[src/rtl/event_collector_if.sv]
// Event collector handshake bundle: event inputs, wait/ack
// handshake and the delivered-event and status outputs.
interface event_collector_if #(
  parameter int N_EVENTS = 3
);
  localparam int ID_W = $clog2(N_EVENTS);

  logic [N_EVENTS-1:0] ev_i;
  logic                wait_req;
  logic                ack;
  logic                out_valid;
  logic [ID_W-1:0]     out_id;
  logic [N_EVENTS-1:0] out_mask;
  logic                armed;
  logic                timeout;
  logic [N_EVENTS-1:0] pending;
  logic [7:0]          ovr_cnt;

  modport master (
    output ev_i, wait_req, ack,
    input  out_valid, out_id, out_mask,
    input  armed, timeout, pending, ovr_cnt
  );

  modport slave (
    input  ev_i, wait_req, ack,
    output out_valid, out_id, out_mask,
    output armed, timeout, pending, ovr_cnt
  );
endinterface

[src/rtl/event_collector.sv]
// Sticky per-source event collector delivering one
// round-robin-selected event per consumer wait request.
module event_collector #(
  parameter int N_EVENTS = 3,
  parameter int TIMEOUT  = 0
) (
  input logic               clk,
  input logic               rst_n,
  event_collector_if.slave  bus
);
  localparam int ID_W  = $clog2(N_EVENTS);
  localparam int CNT_W = (TIMEOUT > 1) ? $clog2(TIMEOUT) : 1;
  localparam logic [CNT_W-1:0] TO_LAST =
    CNT_W'((TIMEOUT > 0) ? TIMEOUT - 1 : 0);
  localparam logic [ID_W-1:0] ID_LAST = ID_W'(N_EVENTS - 1);

  typedef enum logic [1:0] {
    S_IDLE,
    S_ARMED,
    S_DELIVER
  } state_e;

  state_e              state_q, state_d;
  logic [N_EVENTS-1:0] pending_q, pending_d;
  logic [7:0]          ovr_cnt_q, ovr_cnt_d;
  logic [ID_W-1:0]     rr_q, rr_d;
  logic [CNT_W-1:0]    cnt_q, cnt_d;
  logic                out_valid_q, out_valid_d;
  logic [ID_W-1:0]     out_id_q, out_id_d;
  logic [N_EVENTS-1:0] out_mask_q, out_mask_d;
  logic                armed_q, armed_d;
  logic                timeout_q, timeout_d;

  logic                gnt_vld;
  logic [ID_W-1:0]     gnt_id;
  logic [ID_W-1:0]     idx;
  logic [N_EVENTS-1:0] clr;
  logic [N_EVENTS-1:0] ovr;
  logic [4:0]          ovr_n;
  logic [8:0]          ovr_sum;

  // Round-robin search: first pending source at or above rr_q, wrapping.
  always_comb begin
    gnt_vld = 1'b0;
    gnt_id  = '0;
    idx     = '0;
    for (int k = 0; k < N_EVENTS; k++) begin
      if (int'(rr_q) + k >= N_EVENTS) begin
        idx = ID_W'(int'(rr_q) + k - N_EVENTS);
      end else begin
        idx = ID_W'(int'(rr_q) + k);
      end
      if (!gnt_vld && pending_q[idx]) begin
        gnt_vld = 1'b1;
        gnt_id  = idx;
      end
    end
  end

  always_comb begin
    state_d    = state_q;
    cnt_d      = cnt_q;
    rr_d       = rr_q;
    out_id_d   = out_id_q;
    out_mask_d = out_mask_q;
    timeout_d  = 1'b0;
    clr        = '0;
    unique case (state_q)
      S_IDLE: begin
        if (bus.wait_req) begin
          state_d = S_ARMED;
          cnt_d   = '0;
        end
      end
      S_ARMED: begin
        if (gnt_vld) begin
          out_id_d   = gnt_id;
          out_mask_d = N_EVENTS'(1) << gnt_id;
          clr        = N_EVENTS'(1) << gnt_id;
          rr_d       = (gnt_id == ID_LAST) ? '0 : gnt_id + 1'b1;
          state_d    = S_DELIVER;
        end else if (TIMEOUT > 0) begin
          if (cnt_q == TO_LAST) begin
            timeout_d = 1'b1;
            state_d   = S_IDLE;
          end else begin
            cnt_d = cnt_q + 1'b1;
          end
        end
      end
      S_DELIVER: begin
        if (bus.ack) begin
          state_d    = S_IDLE;
          out_mask_d = '0;
        end
      end
      default: state_d = S_IDLE;
    endcase

    // A grant-clear coinciding with a new pulse keeps the bit set.
    pending_d = (pending_q & ~clr) | bus.ev_i;
    ovr       = bus.ev_i & pending_q & ~clr;
    ovr_n     = '0;
    for (int i = 0; i < N_EVENTS; i++) begin
      ovr_n = ovr_n + 5'(ovr[i]);
    end
    ovr_sum   = {1'b0, ovr_cnt_q} + {4'b0, ovr_n};
    ovr_cnt_d = (ovr_sum > 9'd255) ? 8'hFF : ovr_sum[7:0];

    out_valid_d = (state_d == S_DELIVER);
    armed_d     = (state_d == S_ARMED);
  end

  always_ff @(posedge clk) begin
    if (!rst_n) begin
      state_q     <= S_IDLE;
      pending_q   <= '0;
      ovr_cnt_q   <= '0;
      rr_q        <= '0;
      cnt_q       <= '0;
      out_valid_q <= 1'b0;
      out_id_q    <= '0;
      out_mask_q  <= '0;
      armed_q     <= 1'b0;
      timeout_q   <= 1'b0;
    end else begin
      state_q     <= state_d;
      pending_q   <= pending_d;
      ovr_cnt_q   <= ovr_cnt_d;
      rr_q        <= rr_d;
      cnt_q       <= cnt_d;
      out_valid_q <= out_valid_d;
      out_id_q    <= out_id_d;
      out_mask_q  <= out_mask_d;
      armed_q     <= armed_d;
      timeout_q   <= timeout_d;
    end
  end

  assign bus.out_valid = out_valid_q;
  assign bus.out_id    = out_id_q;
  assign bus.out_mask  = out_mask_q;
  assign bus.armed     = armed_q;
  assign bus.timeout   = timeout_q;
  assign bus.pending   = pending_q;
  assign bus.ovr_cnt   = ovr_cnt_q;
endmodule

[src/flat_wrapper.sv]
// flat-port wrapper written by rule: the top's interface ports become plain ports
module event_collector_flat 
#(
  parameter int N_EVENTS = 3,
  parameter int TIMEOUT  = 0
)
  (clk, rst_n, bus_ev_i, bus_wait_req, bus_ack, bus_out_valid, bus_out_id, bus_out_mask, bus_armed, bus_timeout, bus_pending, bus_ovr_cnt);
  event_collector_if #(.N_EVENTS(N_EVENTS)) bus_i ();
  input logic clk;
  input logic rst_n;
  input wire logic [$bits(bus_i.ev_i)-1:0] bus_ev_i;
  input wire logic [$bits(bus_i.wait_req)-1:0] bus_wait_req;
  input wire logic [$bits(bus_i.ack)-1:0] bus_ack;
  output wire logic [$bits(bus_i.out_valid)-1:0] bus_out_valid;
  output wire logic [$bits(bus_i.out_id)-1:0] bus_out_id;
  output wire logic [$bits(bus_i.out_mask)-1:0] bus_out_mask;
  output wire logic [$bits(bus_i.armed)-1:0] bus_armed;
  output wire logic [$bits(bus_i.timeout)-1:0] bus_timeout;
  output wire logic [$bits(bus_i.pending)-1:0] bus_pending;
  output wire logic [$bits(bus_i.ovr_cnt)-1:0] bus_ovr_cnt;
  assign bus_i.ev_i = bus_ev_i;
  assign bus_i.wait_req = bus_wait_req;
  assign bus_i.ack = bus_ack;
  assign bus_out_valid = bus_i.out_valid;
  assign bus_out_id = bus_i.out_id;
  assign bus_out_mask = bus_i.out_mask;
  assign bus_armed = bus_i.armed;
  assign bus_timeout = bus_i.timeout;
  assign bus_pending = bus_i.pending;
  assign bus_ovr_cnt = bus_i.ovr_cnt;
  event_collector #(.N_EVENTS(N_EVENTS), .TIMEOUT(TIMEOUT)) u_core (.clk(clk), .rst_n(rst_n), .bus(bus_i));
endmodule
[config.mk]
export PLATFORM = sky130hd
export DESIGN_NAME = event_collector_flat
export DESIGN_NICKNAME = d
export VERILOG_FILES = /design/src/rtl/event_collector_if.sv /design/src/rtl/event_collector.sv /design/src/flat_wrapper.sv
export SDC_FILE = /design/constraint.sdc
export NUM_CORES = 1
export LEC_CHECK = 0
export CELL_PAD_IN_SITES_DETAIL_PLACEMENT = 0
export CELL_PAD_IN_SITES_GLOBAL_PLACEMENT = 1
export CORE_UTILIZATION = 49
export CTS_CLUSTER_SIZE = 8
export DETAILED_ROUTE_END_ITERATION = 10
export DONT_BUFFER_PORTS = 1
export PLACE_DENSITY = 0.88
export SLEW_MARGIN = 20
export SYNTH_ARGS = -nofsm -noshare
export SYNTH_HDL_FRONTEND = slang
export SYNTH_SLANG_ARGS = --single-unit
[constraint.sdc]
create_clock -name clk -period 5.6 [get_ports clk]
set_input_delay 0.84 -clock clk [delete_from_list [all_inputs] [get_ports clk]]
set_output_delay 0.84 -clock clk [all_outputs]
set_load 0.02 [all_outputs]
==> results.tsv <==
metric	value	unit
outcome	completed	
Cell Rows	18	
DR vias/cell	5.85	
DP Area	1290	um^2
Seq/Total Area, Yosys	34.3	%
setup TNS	0	ns
WL met2	1.23	mm
# diodes	0	
hold_sp	u_core.state_q[1]	
predominant post-synthesis flop cell	dfxtp_1	
PD cells	288	nW/um^2
Post-synth EDFFs	0	
critical path class	reg2reg	
final setup fails	0	
die footprint	2830	um^2
CTS buffer count	3	
cts hold-fix bufs	0	
Pleak	0.529	nW
Worst-path clk slew	0.12	ns
vias in the first global route	849	
Detailed Place HPWL	2.00	mm
max frequency	0.241	GHz
share of post-route cells with drive strength above 1	8.33	%
Netlist Area Pre-Place	1280	um^2
fin util	54.3	%
Congestion Overflow GR	0	
period utilisation layout	74.1	%
largest net degree at the start of global routing	17	
CTS tree	built	
CTS H-tree depth	1	
crit path max fanout	7	
first-pass GRT wire length	3.87	mm
via count	1018	
Buffers on Ports	0	
#FFs+latches synth	22	
r2r startpoint	u_core.rr_q[0]	
setup bufs post-CTS	0	
Tightest Hold Check Type	reg2reg	
fraction of registers with async set/reset	0	%
Startpoint Class	register	
post-synth top area share	34.3	%
starting density of the core	51.8	%
total wire length	2.58	mm
GP Congestion	0.919	
RSZ-0062 raised after global routing	no	
Die X	53.2	um
min Tclk post-route	4.15	ns
I/O pin count	26	
top cells by count, synth	22 x dfxtp_1, 12 x inv_1, 11 x a21oi_1	
top layer in use	met4	
Worst Skew	0.00390	ns
Setup crit start	u_core.rr_q[0]	
# nets final	164	
synth top area cells	dfxtp_1 34%, ha_1 9.7%, a21oi_1 4.3%, o21ai_0 3.5%, inv_1 3.5%	
met3 WL	142	um
Crit path required time	5.84	ns
Detailed Routing Iterations Pass 1	6	
clock sinks	22	
count leader, synth	dfxtp_1	
Min Hold Slack	0.539	ns
syn avg cell area	8.85	um^2
PostCTS Resize Cnt	0	
Max Transition Viols Final	0	
DRC	0	
Starting DRT DRC Count	34	
Max clock buf depth	2	
maximum vdd ir drop	0.243	mV
Global Route Usage Sum	19.1	%
antenna violations before repair	0	
WL met1	1.19	mm
cell taking the most area after synthesis	dfxtp_1	
count of different cell masters after synthesis	41	
Final Hold Viols	0	
slew of the pin with the lowest slew margin	0.535	ns
Synthesized Nets	164	
Area Overhead vs Synth	4.87	%
wire per inst	14.8	um
max-cap violations	0	
clk_lat worst skew	0.31	ns
CTS Root Buffer Type	clkbuf_4	
total core area	2480	um^2
Slew Limit Headroom	64.3	%
Synth Instances	145	
CP endpoint kind	register	
DIE HEIGHT	53.2	um
Critical Path AT	4.39	ns
fin area	1350	um^2
Yosys warning count	0	
Final ANT Viol Nets	0	
[cells by family (layout without fill, tap and decap cells)]
logic type | count (synthesis) | count (layout) | share of synthesized area (%)
adder cells (fa/ha/maj) | 12 | 12 | 12.9
other | 1 | 1 | 0.292
XOR/XNOR | 4 | 4 | 2.73
flip-flops | 22 | 22 | 34.3
multiplexers | 4 | 4 | 3.12
buffers and inverters | 17 | 16 | 5.65
AND/OR/NAND/NOR | 45 | 45 | 19.6
AO/OA/AOI/OAI | 40 | 40 | 21.4
[power by group]
part           leakage [nW]  switching [mW]  total (mW)  internal, mW
clock                0.0279          0.0488       0.121        0.0723
sequential            0.180          0.0232       0.191         0.168
combinational         0.321          0.0446      0.0753        0.0307
total                 0.529           0.117       0.388         0.271
[per-layer routing]
layer	up-vias	GRT usage (%)
met4	0	6.14
li1	504	-
met5	-	0
met2	24	28.7
met1	488	25.4
met3	2	6.03
[state kept, by name, summed over array words and instances (netlist names)]
| signal | count |
|---|---|
| u_core.bus.ovr_cnt | 8 |
| u_core.rr_q | 2 |
| u_core.bus.pending | 3 |
| u_core.bus.out_id | 2 |
| u_core.bus.armed | 1 |
| u_core.bus.out_valid | 1 |
| u_core.state_q | 2 |
| u_core.bus.out_mask | 3 |
[through the flow]
stage / total power [mW] / instances / setup WS [ns]
2_1_floorplan: 0.256 / 145 / 1.90
3_3_place_gp: 0.267 / 170 / 1.65
3_5_place_dp: 0.270 / 170 / 1.47
4_1_cts: 0.392 / 174 / 1.44
5_1_grt: 0.407 / 174 / 1.07
6_report: 0.388 / 174 / 1.45
[layout make-up]
cell class	instances	area, um^2
Clock buffer	3	22.5
Clock inverter	1	30.0
Fill cell	237	1130
Inverter	12	45.0
Multi-Input combinational cell	106	771
Sequential cell	22	440
Tap cell	30	37.5
[final timing paths]
path | cells after the start | slack, ns | endpoint
worst max-delay path | 16 | 1.45 | u_core.bus.ovr_cnt[0]
worst min-delay path | 1 | 0.54 | u_core.bus.armed
worst max register to register | 16 | 1.45 | u_core.bus.ovr_cnt[0]
worst min register to register | 1 | 0.54 | u_core.bus.armed
[cell usage in the layout, fill, tap and decap left out, types with 3 or more instances in the layout]
cell type  netlist  routed
nand3_1          3       3
dfxtp_1         22      22
nand2_1         10      10
nor2b_1          3       3
ha_1            10      10
nor2_1          10      10
inv_1           12      12
nand3b_1         3       3
clkbuf_4         0       3
nor3_1           5       5
a21oi_2          3       3
a21oi_1         11      11
mux2i_1          4       4
o21ai_0          9       9
[worst max-delay path, cell delays in order (launching register included)]
cell      delay (ns)
dfxtp_1         0.39
inv_1           0.08
ha_1            0.41
mux2i_1         0.17
o221ai_2        0.24
a32oi_1         0.13
or3_4           0.43
and3_1          0.23
fa_1            0.54
ha_1            0.16
inv_1           0.06
fa_1            0.41
inv_1           0.08
a21oi_1         0.13
nor2_1          0.17
nand3_1         0.23
a21oi_1         0.22
Power figures use the tool's default switching activity.
